$ cat src/rtl/ifetch_queue_pkg.sv
// Shared definitions for the instruction-fetch queue.
//   fetch_state_e : fetch request FSM states (IDLE, WAIT, DROP)
//   NOP_INST      : encoding of a bubble on the decode interface
//   clog2()       : ceiling log2, used to size counters and pointers
package ifetch_queue_pkg;

  typedef enum logic [1:0] {
    IDLE = 2'd0,  // no request outstanding
    WAIT = 2'd1,  // request on the bus, waiting for IAck
    DROP = 2'd2   // request squashed by a branch, waiting for its stale IAck
  } fetch_state_e;

  localparam int unsigned NOP_INST = 0;

  function automatic int unsigned clog2(input int unsigned n);
    int unsigned r;
    r = 0;
    while ((32'd1 << r) < n) r = r + 1;
    return r;
  endfunction

endpackage

$ cat src/rtl/ifetch_queue_if.sv
// Bus bundle of the fetch stage: the IRAM request/return side and the
// decode side.
//   master : the fetch stage (drives IRead/IAddr/Fetched/FetchedPC/Flush)
//   slave  : the environment (IRAM + decode + branch unit)
interface ifetch_queue_if #(
  parameter int unsigned DW = 32,
  parameter int unsigned AW = 32
);
  logic [DW-1:0] Inst;
  logic          IAck;
  logic          IRead;
  logic [AW-1:0] IAddr;
  logic          Stall;
  logic          BranchTaken;
  logic [AW-1:0] BranchTarget;
  logic [DW-1:0] Fetched;
  logic [AW-1:0] FetchedPC;
  logic          Flush;

  modport master (
    input  Inst, IAck, Stall, BranchTaken, BranchTarget,
    output IRead, IAddr, Fetched, FetchedPC, Flush
  );

  modport slave (
    output Inst, IAck, Stall, BranchTaken, BranchTarget,
    input  IRead, IAddr, Fetched, FetchedPC, Flush
  );
endinterface

$ cat src/rtl/ifetch_queue_fifo.sv
// Synchronous FIFO holding prefetched {instruction, PC} entries.
//   Clk, Reset      : clock, synchronous active-high reset
//   push_i, data_i  : write an entry (ignored when full)
//   pop_i           : drop the head entry (ignored when empty)
//   clear_i         : empty the FIFO; wins over push
//   data_o          : current head entry (valid when !empty_o)
//   count_o, full_o, empty_o : occupancy
// Same-cycle push and pop is legal and leaves the count unchanged.
module ifetch_queue_fifo
  import ifetch_queue_pkg::*;
#(
  parameter  int unsigned W     = 64,
  parameter  int unsigned DEPTH = 4,
  localparam int unsigned CW    = clog2(DEPTH + 1)
) (
  input  logic          Clk,
  input  logic          Reset,
  input  logic          push_i,
  input  logic          pop_i,
  input  logic          clear_i,
  input  logic [W-1:0]  data_i,
  output logic [W-1:0]  data_o,
  output logic [CW-1:0] count_o,
  output logic          full_o,
  output logic          empty_o
);
  localparam int unsigned PW = clog2(DEPTH);

  logic [W-1:0]  mem_q [DEPTH];
  logic [PW-1:0] wr_ptr_q, rd_ptr_q;
  logic [CW-1:0] count_q;
  logic          do_push, do_pop;

  assign full_o  = (count_q == CW'(DEPTH));
  assign empty_o = (count_q == '0);
  assign count_o = count_q;
  assign data_o  = mem_q[rd_ptr_q];
  assign do_push = push_i && !full_o;
  assign do_pop  = pop_i && !empty_o;

  // Pointers wrap naturally because DEPTH is a power of two.
  always_ff @(posedge Clk) begin
    // NOTE: sequential state uses non-blocking assignments so every register
    // samples the pre-edge values, independent of statement order.
    if (Reset || clear_i) begin
      wr_ptr_q <= '0;
      rd_ptr_q <= '0;
      count_q  <= '0;
    end else begin
      if (do_push) wr_ptr_q <= wr_ptr_q + 1'b1;
      if (do_pop)  rd_ptr_q <= rd_ptr_q + 1'b1;
      case ({do_push, do_pop})
        2'b10:   count_q <= count_q + 1'b1;
        2'b01:   count_q <= count_q - 1'b1;
        default: count_q <= count_q;
      endcase
    end
  end

  // NOTE: storage has no reset; entries are only read behind a valid count,
  // so resetting the array would cost flops and buy nothing.
  always_ff @(posedge Clk) begin
    if (do_push && !clear_i) mem_q[wr_ptr_q] <= data_i;
  end

endmodule

$ cat src/rtl/ifetch_queue.sv
// Instruction-fetch stage with a prefetch queue.
//   Clk, Reset : clock, synchronous active-high reset
//   bus        : ifetch_queue_if.master
//                IRAM side  : IRead/IAddr out, Inst/IAck in (one request max)
//                decode side: Fetched/FetchedPC out (0/0 = bubble), Stall in
//                redirect   : BranchTaken/BranchTarget in
//                Flush out  : high for FLUSH_CYCLES edges after Reset falls
// Words land in the queue one edge before they can reach Fetched; there is
// no bypass from Inst to Fetched.
module ifetch_queue
  import ifetch_queue_pkg::*;
#(
  parameter int unsigned   DW           = 32,
  parameter int unsigned   AW           = 32,
  parameter int unsigned   DEPTH        = 4,
  parameter int unsigned   FLUSH_CYCLES = 6,
  parameter logic [AW-1:0] RESET_PC     = '0,
  parameter int unsigned   INST_BYTES   = 4
) (
  input logic            Clk,
  input logic            Reset,
  ifetch_queue_if.master bus
);
  localparam int unsigned CW = clog2(DEPTH + 1);
  localparam int unsigned FW = clog2(FLUSH_CYCLES + 1);

  fetch_state_e  state_q, state_d;
  logic [AW-1:0] pc_q, pc_d;
  logic          flush_q;
  logic [FW-1:0] flush_cnt_q;
  logic [DW-1:0] fetched_q;
  logic [AW-1:0] fetched_pc_q;

  logic [DW+AW-1:0] head;
  logic [CW-1:0]    fifo_count;
  logic             fifo_full, fifo_empty;
  logic             branch, push, pop;

  // A branch is ignored while the pipeline is still settling after reset.
  assign branch = !flush_q && bus.BranchTaken;
  assign push   = (state_q == WAIT) && bus.IAck && !branch;
  assign pop    = !flush_q && !branch && !bus.Stall && !fifo_empty;

  ifetch_queue_fifo #(.W(DW + AW), .DEPTH(DEPTH)) u_fifo (
    .Clk     (Clk),
    .Reset   (Reset),
    .push_i  (push),
    .pop_i   (pop),
    .clear_i (branch),
    .data_i  ({bus.Inst, pc_q}),
    .data_o  (head),
    .count_o (fifo_count),
    .full_o  (fifo_full),
    .empty_o (fifo_empty)
  );

  always_comb begin
    // NOTE: defaults first, so every path assigns every output and no
    // latch can be inferred.
    state_d = state_q;
    pc_d    = pc_q;
    case (state_q)
      IDLE: if (!flush_q && !bus.BranchTaken && !fifo_full) state_d = WAIT;
      WAIT: begin
        if (branch) begin
          state_d = bus.IAck ? IDLE : DROP;
        end else if (bus.IAck && (fifo_count == CW'(DEPTH - 1)) && !pop) begin
          // This push fills the queue: stop requesting until it drains.
          state_d = IDLE;
        end
      end
      DROP:    if (bus.IAck) state_d = IDLE;
      default: state_d = IDLE;
    endcase
    if (branch)    pc_d = bus.BranchTarget;
    else if (push) pc_d = pc_q + AW'(INST_BYTES);
  end

  always_ff @(posedge Clk) begin
    if (Reset) begin
      state_q      <= IDLE;
      pc_q         <= RESET_PC;
      flush_q      <= 1'b1;
      flush_cnt_q  <= '0;
      fetched_q    <= DW'(NOP_INST);
      fetched_pc_q <= '0;
    end else begin
      state_q <= state_d;
      pc_q    <= pc_d;
      if (flush_q) begin
        flush_cnt_q <= flush_cnt_q + 1'b1;
        if (flush_cnt_q == FW'(FLUSH_CYCLES - 1)) flush_q <= 1'b0;
      end
      // Flush > BranchTaken > Stall; a branch bubbles even when stalled.
      if (flush_q || branch) begin
        fetched_q    <= DW'(NOP_INST);
        fetched_pc_q <= '0;
      end else if (!bus.Stall) begin
        if (!fifo_empty) begin
          fetched_q    <= head[AW +: DW];
          fetched_pc_q <= head[AW-1:0];
        end else begin
          fetched_q    <= DW'(NOP_INST);
          fetched_pc_q <= '0;
        end
      end
    end
  end

  assign bus.IRead     = (state_q == WAIT);
  assign bus.IAddr     = pc_q;
  assign bus.Fetched   = fetched_q;
  assign bus.FetchedPC = fetched_pc_q;
  assign bus.Flush     = flush_q;

endmodule
$ cat src/flat_wrapper.sv
// flat-port wrapper written by rule: the top's interface ports become plain ports
module ifetch_queue_flat import ifetch_queue_pkg::*;
#(
  parameter int unsigned   DW           = 32,
  parameter int unsigned   AW           = 32,
  parameter int unsigned   DEPTH        = 4,
  parameter int unsigned   FLUSH_CYCLES = 6,
  parameter logic [AW-1:0] RESET_PC     = '0,
  parameter int unsigned   INST_BYTES   = 4
)
  (Clk, Reset, bus_Inst, bus_IAck, bus_Stall, bus_BranchTaken, bus_BranchTarget, bus_IRead, bus_IAddr, bus_Fetched, bus_FetchedPC, bus_Flush);
  ifetch_queue_if #(.DW(DW), .AW(AW)) bus_i ();
  input logic Clk;
  input logic Reset;
  input wire logic [$bits(bus_i.Inst)-1:0] bus_Inst;
  input wire logic [$bits(bus_i.IAck)-1:0] bus_IAck;
  input wire logic [$bits(bus_i.Stall)-1:0] bus_Stall;
  input wire logic [$bits(bus_i.BranchTaken)-1:0] bus_BranchTaken;
  input wire logic [$bits(bus_i.BranchTarget)-1:0] bus_BranchTarget;
  output wire logic [$bits(bus_i.IRead)-1:0] bus_IRead;
  output wire logic [$bits(bus_i.IAddr)-1:0] bus_IAddr;
  output wire logic [$bits(bus_i.Fetched)-1:0] bus_Fetched;
  output wire logic [$bits(bus_i.FetchedPC)-1:0] bus_FetchedPC;
  output wire logic [$bits(bus_i.Flush)-1:0] bus_Flush;
  assign bus_i.Inst = bus_Inst;
  assign bus_i.IAck = bus_IAck;
  assign bus_i.Stall = bus_Stall;
  assign bus_i.BranchTaken = bus_BranchTaken;
  assign bus_i.BranchTarget = bus_BranchTarget;
  assign bus_IRead = bus_i.IRead;
  assign bus_IAddr = bus_i.IAddr;
  assign bus_Fetched = bus_i.Fetched;
  assign bus_FetchedPC = bus_i.FetchedPC;
  assign bus_Flush = bus_i.Flush;
  ifetch_queue #(.DW(DW), .AW(AW), .DEPTH(DEPTH), .FLUSH_CYCLES(FLUSH_CYCLES), .RESET_PC(RESET_PC), .INST_BYTES(INST_BYTES)) u_core (.Clk(Clk), .Reset(Reset), .bus(bus_i));
endmodule
$ cat config.mk
export PLATFORM = sky130hd
export DESIGN_NAME = ifetch_queue_flat
export DESIGN_NICKNAME = d
export VERILOG_FILES = /design/src/rtl/ifetch_queue_pkg.sv /design/src/rtl/ifetch_queue_if.sv /design/src/rtl/ifetch_queue_fifo.sv /design/src/rtl/ifetch_queue.sv /design/src/flat_wrapper.sv
export SDC_FILE = /design/constraint.sdc
export NUM_CORES = 1
export LEC_CHECK = 0
export BUFFER_PORTS_ARGS = -buffer_cell sky130_fd_sc_hd__buf_2
export CAP_MARGIN = 20
export CORE_UTILIZATION = 41
export DETAILED_ROUTE_END_ITERATION = 6
export GPL_ROUTABILITY_DRIVEN = 0
export GPL_TIMING_DRIVEN = 0
export SYNTH_ARGS = -nofsm -noshare
export SYNTH_HDL_FRONTEND = slang
export SYNTH_HIERARCHICAL = 1
export SYNTH_SLANG_ARGS = --single-unit
$ cat constraint.sdc
create_clock -name Clk -period 27.6 [get_ports Clk]
set_clock_uncertainty 0.1 [all_clocks]
set_input_delay 8.28 -clock Clk [delete_from_list [all_inputs] [get_ports Clk]]
set_output_delay 8.28 -clock Clk [all_outputs]
set_load 0.03 [all_outputs]
==> impl_metrics.env, run 1 <==
export IMPL_status="finished, final reports clean"
export IMPL_p_leak_nw=5.853
export IMPL_avgSynthCellArea_um2=16.45
export IMPL_ys_ff_latch=367
export IMPL_placed_cells=1488
export IMPL_hold_path_class="register to register"
export IMPL_slew_violations=0
export IMPL_grt_ovfl_total=0
export IMPL_p_per_area_mw_per_mm2=66.16
export IMPL_cp_cell_sequence="buf_2 -> nand2b_1 -> clkbuf_1 -> inv_1 -> nor2_1 -> nand2_1 -> nor3b_2 -> buf_6 -> buf_6 -> buf_6"
export IMPL_max_cap_violations=0
export IMPL_finalCriticalPeriod_ns=11.11
export IMPL_postPlaceCellArea_mm2=0.01564
export IMPL_synth_cell_types=45
export IMPL_setup_viol=0
export IMPL_worstSkewPairLatency_ns=0.52
export IMPL_clk_path_buf_depth=3
export IMPL_fin_hold_ws_ns=0.3986
export IMPL_worst_slew_pin_slew_ns=1.025
export IMPL_post_place_ws_ns=15.98
export IMPL_post_cts_setup_buffer_count=0
export IMPL_cp_slowest_stage_delay_ns=0.87
export IMPL_hpwl_um=21390
export IMPL_path_class="input pin to register"
export IMPL_pin_count=167
export IMPL_whs_path_depth=2
export IMPL_synth_area_leaders="edfxtp_1 55%, dfxtp_1 16%, mux4_2 9.7%"
export IMPL_ir_drop_v=0.00004473
export IMPL_port_buffers=166
export IMPL_yosysTopAreaCell="edfxtp_1"
export IMPL_setup_slack_ns=16.49
export IMPL_yosysSeqAreaShare=0.7137
export IMPL_cp_top_family="simple AND/OR/NAND/NOR gates"
export IMPL_cp_buffers_inverters=6
export IMPL_drc=0
export IMPL_arrival_ns=11.22
export IMPL_rsz0062_at_grt="false"
export IMPL_crit_slowest_cell="nor3b_2"
export IMPL_cts_buffers=39
export IMPL_hold_viol=0
export IMPL_ff2ff_path_depth=10
export IMPL_syn_nets=922
export IMPL_cts_tree="built"
export IMPL_yosysTopAreaCellShare=0.5537
export IMPL_first_global_vias=8189
export IMPL_worstSetupEndpointType="register"
export IMPL_final_nets=1159
export IMPL_layout_cells_non_filler=1559
export IMPL_rows=67
export IMPL_antenna_left=0
export IMPL_cts_root_buf="clkbuf_16"
export IMPL_die_w_um=186.0
export IMPL_crit_cells=10
export IMPL_grt_pass1_wl_um=46660
export IMPL_netlist_instances=844
export IMPL_setup_tns_final_ns=0
export IMPL_grt_use_total=0.1801
export IMPL_crit_top_cell="buf_6"
export IMPL_detailroute_via_count=8051
export IMPL_ctsHoldBuffers=0
export IMPL_grt_max_degree=14
export IMPL_routed_wl_um=30580
export IMPL_start_util=0.4151
export IMPL_netlist_area_mm2=0.01388
export IMPL_finalPower_mw=1.117
export IMPL_drtPass1Iterations=5
export IMPL_fmax_mhz=90.04
export IMPL_die_h_um=186.0
export IMPL_core_area_mm2=0.03345
export IMPL_worstSetupStartpointType="input pin"
export IMPL_period_share=0.4024
export IMPL_path_clk_slew_ns=0.06
export IMPL_dieArea_mm2=0.03461
export IMPL_critPathMaxFanout=10
export IMPL_vias_per_cell=5.164
export IMPL_ys_flop_type="edfxtp_1"
export IMPL_ctsResizeCount=0
export IMPL_synthArstFlopShare=0
export IMPL_crit_required_ns=27.71
export IMPL_synth_edf_count=256
export IMPL_clock_sinks=367
export IMPL_htree_levels=2
export IMPL_yosys_warnings=6
export IMPL_area_growth_pct=21.65
export IMPL_finalInstanceArea_mm2=0.01689
export IMPL_antenna_found_initial=0
export IMPL_wl_per_cell_um=19.62
export IMPL_maxSlewHeadroom=0.3138
export IMPL_drive_above_1_share=0.3069
export IMPL_final_core_util=0.5050
export IMPL_n_antenna_cell=0
export IMPL_drtIter0Drc=474
[layout by cell type (no fill, tap or decap), types with 2 or more instances in the layout]
cell and n:
buf_1 6, nand3_1 17, a22oi_1 64, buf_6 29, nor3b_2 4, nor3_1 8, mux4_2 60, a211oi_2 6
bufinv_16 2, nand4_1 11, xnor2_1 6, nor4_1 2, xor2_1 26, o21ai_0 6, or3_1 5, a21oi_1 10
dfxtp_1 111, clkbuf_1 41, clkbuf_16 41, buf_8 2, nand2_1 22, clkinv_1 4, a211oi_1 23, buf_12 6
inv_1 13, a311oi_1 2, clkinv_2 5, clkbuf_8 5, mux4_1 4, buf_2 173, ha_1 8, nor2b_1 2
nor2_1 114, edfxtp_1 256
[worst paths after layout]
check                                                  end  slack, ns                   from
worst max-delay path            u_core/u_fifo/mem_q[3][40]      16.49        bus_BranchTaken
worst min-delay path                 u_core/flush_cnt_q[1]       0.40  u_core/flush_cnt_q[1]
worst max register to register  u_core/u_fifo/mem_q[3][40]      23.78       u_core/bus.Flush
worst min register to register       u_core/flush_cnt_q[1]       0.40  u_core/flush_cnt_q[1]
[worst min-delay path: stages, from the launching register on]
cell	delay, ns
dfxtp_1	0.32
nor2_1	0.09
a211oi_1	0.05
[final cells by class]
| type | count | area (um2) |
|---|---|---|
| Multi-Input combinational cell | 415 | 3646 |
| Clock inverter | 11 | 102.6 |
| Clock buffer | 60 | 1147 |
| Timing Repair Buffer | 196 | 1176 |
| Buffer | 48 | 295.3 |
| Sequential cell | 367 | 9910 |
| Fill cell | 2792 | 16560 |
| Tap cell | 448 | 560.5 |
| Inverter | 14 | 53.80 |
[metal layers]
metal	wire length (um)	share of wire	track usage	vias up
met2	14790	0.48	0.3013	252
met1	13120	0.43	0.2382	3988
li1	-	-	-	3755
met5	0	0	0	-
met4	860	0.028	0.05836	0
met3	1808	0.059	0.03111	56
[registers in the layout (all words and copies together) (netlist names), named ones only]
signal                  flops
u_core/bus.Fetched         32
u_core/bus.FetchedPC       32
u_core/bus.Flush            1
u_core/bus.IAddr           32
u_core/flush_cnt_q          3
u_core/state_q              2
u_core/u_fifo/count_o       3
u_core/u_fifo/mem_q       256
u_core/u_fifo/rd_ptr_q      2
u_core/u_fifo/wr_ptr_q      2
[kinds of logic after synthesis]
kind of cell             Yosys count  synth area share
flip-flops                       367            0.7137
AND/OR/NAND/NOR                  195           0.06560
AO/OA/AOI/OAI                    114           0.06110
multiplexers                      65            0.1056
buffers and inverters             62           0.02514
XOR/XNOR                          32           0.02019
adder cells (fa/ha/maj)            9          0.008651
[power by group]
group / switching, mW / total [mW] / internal (mW)
clock: 0.201 / 0.506 / 0.305
combinational: 0.0129 / 0.0204 / 0.00746
sequential: 0.00315 / 0.591 / 0.588
[synthesized netlist by cell type (6+ instances only)]
cell / number
a211oi_1: 23
a211oi_2: 6
a21oi_1: 10
a22oi_1: 64
buf_1: 6
buf_12: 6
buf_2: 7
clkbuf_1: 27
dfxtp_1: 111
edfxtp_1: 256
ha_1: 8
inv_1: 13
mux4_2: 60
nand2_1: 22
nand3_1: 17
nand4_1: 11
nor2_1: 114
nor3_1: 8
o21ai_0: 6
xnor2_1: 6
xor2_1: 26
Note: power is estimated with default switching activity, not from simulation.
==> run 2: changes to the inputs <==
--- a/config.mk
+++ b/config.mk
@@ -5,6 +5,7 @@
 export SDC_FILE = /design/constraint.sdc
 export NUM_CORES = 1
 export LEC_CHECK = 0
+export ABC_AREA = 1
 export BUFFER_PORTS_ARGS = -buffer_cell sky130_fd_sc_hd__buf_2
 export CAP_MARGIN = 20
 export CORE_UTILIZATION = 41
==> constraint.sdc (replaced) <==
create_clock -name Clk -period 10.4 [get_ports Clk]
set_clock_uncertainty 0.1 [all_clocks]
set_input_delay 3.12 -clock Clk [delete_from_list [all_inputs] [get_ports Clk]]
set_output_delay 3.12 -clock Clk [all_outputs]
set_load 0.03 [all_outputs]
==> run 2 against run 1 <==
Effect of this change: die area grew 6.8%; flip-flop and latch count did not move; largest cell class unchanged; via count rose by 33%; cell count up 36%; synthesized cell count is 66% higher; clock power rose to 2.6 times the previous value; combinational power increased to 6.0 times the previous value; critical path depth up 2; sequential power grew to 2.7 times the previous value; total power grew to 2.7 times the previous value; first-iteration DRC count increased by 40%; largest power group unchanged.
==> impl_metrics.env, run 2 <==
export IMPL_die_h_um=192.3
export IMPL_worst_slew_pin_slew_ns=0.9211
export IMPL_intPower_mw=2.410
export IMPL_hold_viol=0
export IMPL_antenna_found_initial=1
export IMPL_power_clock_fraction=0.440
export IMPL_netlist_area_mm2=0.01484
export IMPL_largest_reg_flops=256
export IMPL_grt_ovfl_total=0
export IMPL_core_area_mm2=0.03557
export IMPL_ctsHoldBuffers=0
export IMPL_p_sw_frac=0.2115
export IMPL_drtIter0Drc=664
export IMPL_hold_path_class="register to register"
export IMPL_rows=69
export IMPL_p_per_area_mw_per_mm2=172.7
export IMPL_ctsResizeCount=0
export IMPL_synth_area_leaders="edfxtp_1 52%, dfxtp_1 15%, nand2_1 7.5%"
export IMPL_finalCriticalPeriod_ns=5.513
export IMPL_synth_cell_types=35
export IMPL_worstSetupEndpointType="register"
export IMPL_maxSlewHeadroom=0.3853
export IMPL_combPwrFrac=0.040
export IMPL_synthAdderAreaFrac=0.008093
export IMPL_detailroute_via_count=10740
export IMPL_yosys_top_cells_count="296 x nand2_1, 256 x edfxtp_1, 188 x nor2_1"
export IMPL_ir_drop_v=0.0001562
export IMPL_rr_endpoint="u_core/u_fifo/mem_q[3][42]"
export IMPL_sequentialPowerShare=0.520
export IMPL_r2r_slack_ns=7.11
export IMPL_crit_path_end="u_core/u_fifo/mem_q[3][42]"
export IMPL_drc=0
export IMPL_rr_startpoint="u_core/bus.Flush"
export IMPL_setup_viol=0
export IMPL_drtPass1Iterations=5
export IMPL_yosysTopAreaCell="edfxtp_1"
export IMPL_crit_top_cell="buf_12"
export IMPL_cts_buffers=40
export IMPL_grt_pass1_wl_um=56490
export IMPL_first_global_vias=10220
export IMPL_hpwl_um=24780
export IMPL_slew_violations=0
export IMPL_mostFrequentLayoutCells="296 x nand2_1, 256 x edfxtp_1, 184 x nor2_1"
export IMPL_grt_use_total=0.2003
export IMPL_final_common_cell="nand2_1"
export IMPL_path_clk_slew_ns=0.06
export IMPL_postPlaceCellArea_mm2=0.01644
export IMPL_synthArstFlopShare=0
export IMPL_cp_startpoint="bus_BranchTaken"
export IMPL_drive_above_1_share=0.1809
export IMPL_cp_slowest_stage_delay_ns=0.71
export IMPL_final_nets=1699
export IMPL_path_class="input pin to register"
export IMPL_period_share=0.5301
export IMPL_yosys_warnings=6
export IMPL_finalInstanceArea_mm2=0.01769
export IMPL_max_cap_violations=0
export IMPL_cts_root_buf="clkbuf_16"
export IMPL_p_leak_nw=6.297
export IMPL_worstSetupStartpointType="input pin"
export IMPL_yosysMostFrequentCell="nand2_1"
export IMPL_clock_sinks=367
export IMPL_post_cts_setup_buffer_count=0
export IMPL_clk_path_buf_depth=3
export IMPL_crit_required_ns=10.52
export IMPL_die_w_um=192.3
export IMPL_finalPower_mw=3.056
export IMPL_synth_edf_count=256
export IMPL_syn_nets=1483
export IMPL_netlist_instances=1405
export IMPL_ys_flop_type="edfxtp_1"
export IMPL_port_buffers=166
export IMPL_critPathMaxFanout=23
export IMPL_routed_wl_um=37140
export IMPL_htree_levels=2
export IMPL_worstSkewPairLatency_ns=0.53
export IMPL_arrival_ns=5.63
export IMPL_synth_xor_area_share=0.007672
export IMPL_fmax_mhz=181.4
export IMPL_cts_tree="built"
export IMPL_regMostFlops="u_core/u_fifo/mem_q"
export IMPL_synthSimpleGateAreaFrac=0.1500
export IMPL_synth_top_family_by_area="simple AND/OR/NAND/NOR gates"
export IMPL_rsz0062_at_grt="false"
export IMPL_cp_cell_sequence="buf_2 -> nand2_4 -> buf_12 -> inv_6 -> nor2_8 -> buf_6 -> inv_1 -> nor2_1 -> nand2_1 -> nor2_4 -> buf_12 -> buf_12"
export IMPL_setup_tns_final_ns=0
export IMPL_pin_count=167
export IMPL_yosysSeqAreaShare=0.6677
export IMPL_synth_compound_area_frac=0.1146
export IMPL_dieArea_mm2=0.03696
export IMPL_avgSynthCellArea_um2=10.56
export IMPL_ys_ff_latch=367
export IMPL_switching_power_mw=0.6464
export IMPL_ff2ff_path_depth=13
export IMPL_fill_cells=3309
export IMPL_grt_max_degree=30
export IMPL_area_growth_pct=19.21
export IMPL_start_util=0.4173
export IMPL_vias_per_cell=5.079
export IMPL_yosysTopAreaCellShare=0.5180
export IMPL_antenna_left=0
export IMPL_status="finished, final reports clean"
export IMPL_fin_hold_ws_ns=0.3615
export IMPL_wl_per_cell_um=17.56
export IMPL_crit_slowest_cell="nor2_4"
export IMPL_synth_mux_area_fraction=0
==> run 2: final cells by class <==
| type | count | area (um2) | share of cell area |
|---|---|---|---|
| Antenna cell | 1 | 2.502 | 0.0001414 |
| Buffer | 73 | 462.9 | 0.02617 |
| Clock buffer | 62 | 1156 | 0.06534 |
| Clock inverter | 12 | 95.09 | 0.005374 |
| Inverter | 81 | 309.0 | 0.01747 |
| Multi-Input combinational cell | 884 | 4190 | 0.2368 |
| Sequential cell | 367 | 9910 | 0.5601 |
| Tap cell | 461 | 576.8 | 0.03260 |
| Timing Repair Buffer | 174 | 991.0 | 0.05601 |
==> run 2: power groups by stage <==
stage	clock, mW	sequential [mW]	combinational (mW)
after CTS	1.38	1.59	0.123
after floorplan	0	1.62	0.0649
after detailed placement	0	1.62	0.123
final	1.34	1.59	0.122
after global routing	1.42	1.59	0.136
after global placement	0	1.62	0.115
==> run 2: per-layer routing <==
metal / vias to the layer above / global-route usage / wire length, um
li1: 5266 / - / -
met1: 5099 / 0.2769 / 16740
met2: 325 / 0.3279 / 17350
met3: 53 / 0.03037 / 2391
met4: 0 / 0.05391 / 665
met5: - / 0 / 0
==> run 2: worst min-delay path by stage <==
stage	slack, ns	startpoint	cells after the start	end
global placement	0.34	u_core/bus.FetchedPC[13]	2	u_core/bus.FetchedPC[13]
floorplan	0.35	u_core/flush_cnt_q[2]	3	u_core/bus.Flush
global route	0.38	u_core/bus.Fetched[2]	2	u_core/bus.Fetched[2]
finish	0.36	u_core/bus.Fetched[12]	2	u_core/bus.Fetched[12]
detailed placement	0.35	u_core/bus.Fetched[12]	2	u_core/bus.Fetched[12]
CTS	0.36	u_core/bus.Fetched[12]	2	u_core/bus.Fetched[12]
==> run 2: through the flow <==
stage          worst slack (ns)  cells    util
2_1_floorplan             3.204   1405       -
3_3_place_gp             0.4824   2032  0.4568
3_5_place_dp              4.318   2040  0.4622
4_1_cts                   4.866   2114  0.4974
5_1_grt                   4.687   2114  0.4974
6_report                  4.887   2115  0.4974
==> run 2: worst max-delay path, delay by kind of cell <==
kind / cells / cell delay, ns
buf+inv: 7 / 1.06
simple gates: 5 / 1.40
==> run 2: cells by family after synthesis <==
kind of cell / count (synthesis)
DFF: 367
AOI/OAI and AO/OA: 320
and+or+nand+nor: 542
buffers and inverters: 154
xor gates and xnor gates: 13
adders and majority gates: 9
==> run 3: changes to the inputs <==
--- a/config.mk
+++ b/config.mk
@@ -5,7 +5,7 @@
 export SDC_FILE = /design/constraint.sdc
 export NUM_CORES = 1
 export LEC_CHECK = 0
-export ABC_AREA = 1
+export ABC_AREA = 0
 export BUFFER_PORTS_ARGS = -buffer_cell sky130_fd_sc_hd__buf_2
 export CAP_MARGIN = 20
 export CORE_UTILIZATION = 41
==> constraint.sdc (replaced) <==
create_clock -name Clk -period 4.95 [get_ports Clk]
set_clock_uncertainty 0.1 [all_clocks]
set_input_delay 1.485 -clock Clk [delete_from_list [all_inputs] [get_ports Clk]]
set_output_delay 1.485 -clock Clk [all_outputs]
set_load 0.03 [all_outputs]
==> run 3 against run 2 <==
Effect of this change: sequential power increased by 110%; core utilization increased by 0.90 points; register-to-register slack got worse by 6.2 ns; clock power increased by 110%; final area decreased by 4.3%; worst setup slack got worse by 4.5 ns; count of clock-buffer cells in the layout decreased by 7; flip-flop and latch count unchanged; non-clock buffer count decreased by 14; worst hold slack improved by 0.040 ns; cell count decreased by 27%; routed wire length decreased by 17%; largest power group unchanged.
==> impl_metrics.env, run 3 (synthesized netlist as in run 1, its figures left out) <==
export IMPL_drtPass1Iterations=5
export IMPL_cts_root_buf="clkbuf_16"
export IMPL_post_cts_setup_buffer_count=0
export IMPL_setup_tns_final_ns=0
export IMPL_intPower_mw=4.975
export IMPL_cts_buffers=38
export IMPL_final_common_cell="edfxtp_1"
export IMPL_final_core_util=0.5065
export IMPL_crit_cells=10
export IMPL_grt_max_degree=17
export IMPL_maxSlewHeadroom=0.3526
export IMPL_setup_slack_ns=0.4079
export IMPL_grt_use_total=0.1832
export IMPL_clk_path_buf_depth=3
export IMPL_post_place_ws_ns=-0.1360
export IMPL_worstSetupEndpointType="register"
export IMPL_power_clock_fraction=0.449
export IMPL_worst_slew_pin_slew_ns=0.9701
export IMPL_area_growth_pct=22.01
export IMPL_p_per_area_mw_per_mm2=365.3
export IMPL_drc=0
export IMPL_ir_drop_v=0.0001940
export IMPL_slew_violations=0
export IMPL_final_nets=1147
export IMPL_core_area_mm2=0.03345
export IMPL_finalCriticalPeriod_ns=4.542
export IMPL_cp_top_family="simple AND/OR/NAND/NOR gates"
export IMPL_antenna_left=0
export IMPL_crit_top_cell="buf_16"
export IMPL_drive_above_1_share=0.3026
export IMPL_p_leak_nw=5.834
export IMPL_crit_path_end="u_core/u_fifo/mem_q[1][36]"
export IMPL_largest_reg_flops=256
export IMPL_drtIter0Drc=437
export IMPL_combPwrFrac=0.018
export IMPL_clock_sinks=367
export IMPL_r2r_slack_ns=0.91
export IMPL_first_global_vias=8379
export IMPL_ff2ff_path_depth=10
export IMPL_worstSetupStartpointType="input pin"
export IMPL_path_clk_slew_ns=0.06
export IMPL_wl_per_cell_um=19.96
export IMPL_cp_slowest_stage_delay_ns=0.88
export IMPL_grt_ovfl_total=0
export IMPL_cp_startpoint="bus_BranchTaken"
export IMPL_grt_pass1_wl_um=47620
export IMPL_cp_cell_sequence="buf_2 -> nand2b_1 -> clkbuf_1 -> inv_1 -> nor2_1 -> nand2_1 -> nor3b_4 -> buf_16 -> buf_8 -> buf_16"
export IMPL_routed_wl_um=30860
export IMPL_start_util=0.4151
export IMPL_detailroute_via_count=8064
export IMPL_max_cap_violations=0
export IMPL_ctsResizeCount=0
export IMPL_rsz0062_at_grt="false"
export IMPL_hold_viol=0
export IMPL_arrival_ns=4.67
export IMPL_rr_endpoint="u_core/u_fifo/mem_q[1][36]"
export IMPL_placed_cells=1477
export IMPL_hold_path_class="register to register"
export IMPL_p_sw_frac=0.1961
export IMPL_postPlaceCellArea_mm2=0.01572
export IMPL_port_buffers=166
export IMPL_cts_tree="built"
export IMPL_worstSkewPairLatency_ns=0.51
export IMPL_die_w_um=186.0
export IMPL_rr_startpoint="u_core/bus.Flush"
export IMPL_sequentialPowerShare=0.533
export IMPL_ctsHoldBuffers=0
export IMPL_switching_power_mw=1.213
export IMPL_hpwl_um=21210
export IMPL_dieArea_mm2=0.03461
export IMPL_finalInstanceArea_mm2=0.01694
export IMPL_path_class="input pin to register"
export IMPL_setup_viol=0
export IMPL_critPathMaxFanout=14
export IMPL_rows=67
export IMPL_layout_cells_non_filler=1546
export IMPL_regMostFlops="u_core/u_fifo/mem_q"
export IMPL_pin_count=167
export IMPL_htree_levels=2
export IMPL_cp_buffers_inverters=6
export IMPL_period_share=0.9176
export IMPL_vias_per_cell=5.216
export IMPL_antenna_found_initial=2
export IMPL_fmax_mhz=220.2
export IMPL_die_h_um=186.0
export IMPL_mostFrequentLayoutCells="256 x edfxtp_1, 173 x buf_2, 114 x nor2_1"
export IMPL_crit_slowest_cell="nor3b_4"
export IMPL_status="finished, final reports clean"
export IMPL_crit_required_ns=5.08
==> run 3: worst reg2reg max path, cell delays in order (launching register included) <==
cell      delay, ns
dfxtp_1        0.32
buf_2          0.21
nand2b_1       0.15
clkbuf_1       0.41
inv_1          0.40
nor2_1         0.33
nand2_1        0.31
nor3b_4        0.88
buf_16         0.24
buf_8          0.20
buf_16         0.18
==> run 3: power by group through the flow <==
| stage | logic, mW | registers (mW) | clock network [mW] |
|---|---|---|---|
| final | 0.114 | 3.30 | 2.78 |
| after CTS | 0.115 | 3.30 | 2.84 |
| after global placement | 0.110 | 3.36 | 0 |
| after detailed placement | 0.115 | 3.36 | 0 |
| after global routing | 0.125 | 3.30 | 2.97 |
| after floorplan | 0.0406 | 3.37 | 0 |
==> run 3: worst min path at each step <==
stage,start,to,slack [ns],depth (start not counted)
finish,u_core/flush_cnt_q[2],u_core/bus.Flush,0.40,2
global route,u_core/flush_cnt_q[2],u_core/bus.Flush,0.43,2
CTS,u_core/flush_cnt_q[1],u_core/flush_cnt_q[1],0.40,2
detailed placement,u_core/flush_cnt_q[2],u_core/bus.Flush,0.39,2
global placement,u_core/flush_cnt_q[1],u_core/flush_cnt_q[1],0.38,2
floorplan,u_core/u_fifo/rd_ptr_q[1],register,0.36,2
==> run 3: area by class of cell <==
type	instances	area [um2]
inverter	14	53.80
buffer	48	295.3
fill	2799	16510
clock inverter	13	116.4
tap	448	560.5
timing repair buffer	185	1225
antenna	1	2.502
clock buffer	55	1106
multi-input combinational	415	3671
sequential	367	9910
==> run 3: per-stage QoR <==
step	hold WS (ns)	power, mW
detailed placement	0.3929	3.476
global placement	0.3810	3.471
global route	0.4286	6.393
floorplan	0.3591	3.407
CTS	0.3990	6.253
finish	0.4020	6.188
==> run 3: metal layers <==
metal,wire (um),global-route usage
met1,13800,0.2447
met2,14850,0.3075
met3,1641,0.03267
met4,560,0.04918
met5,13,0
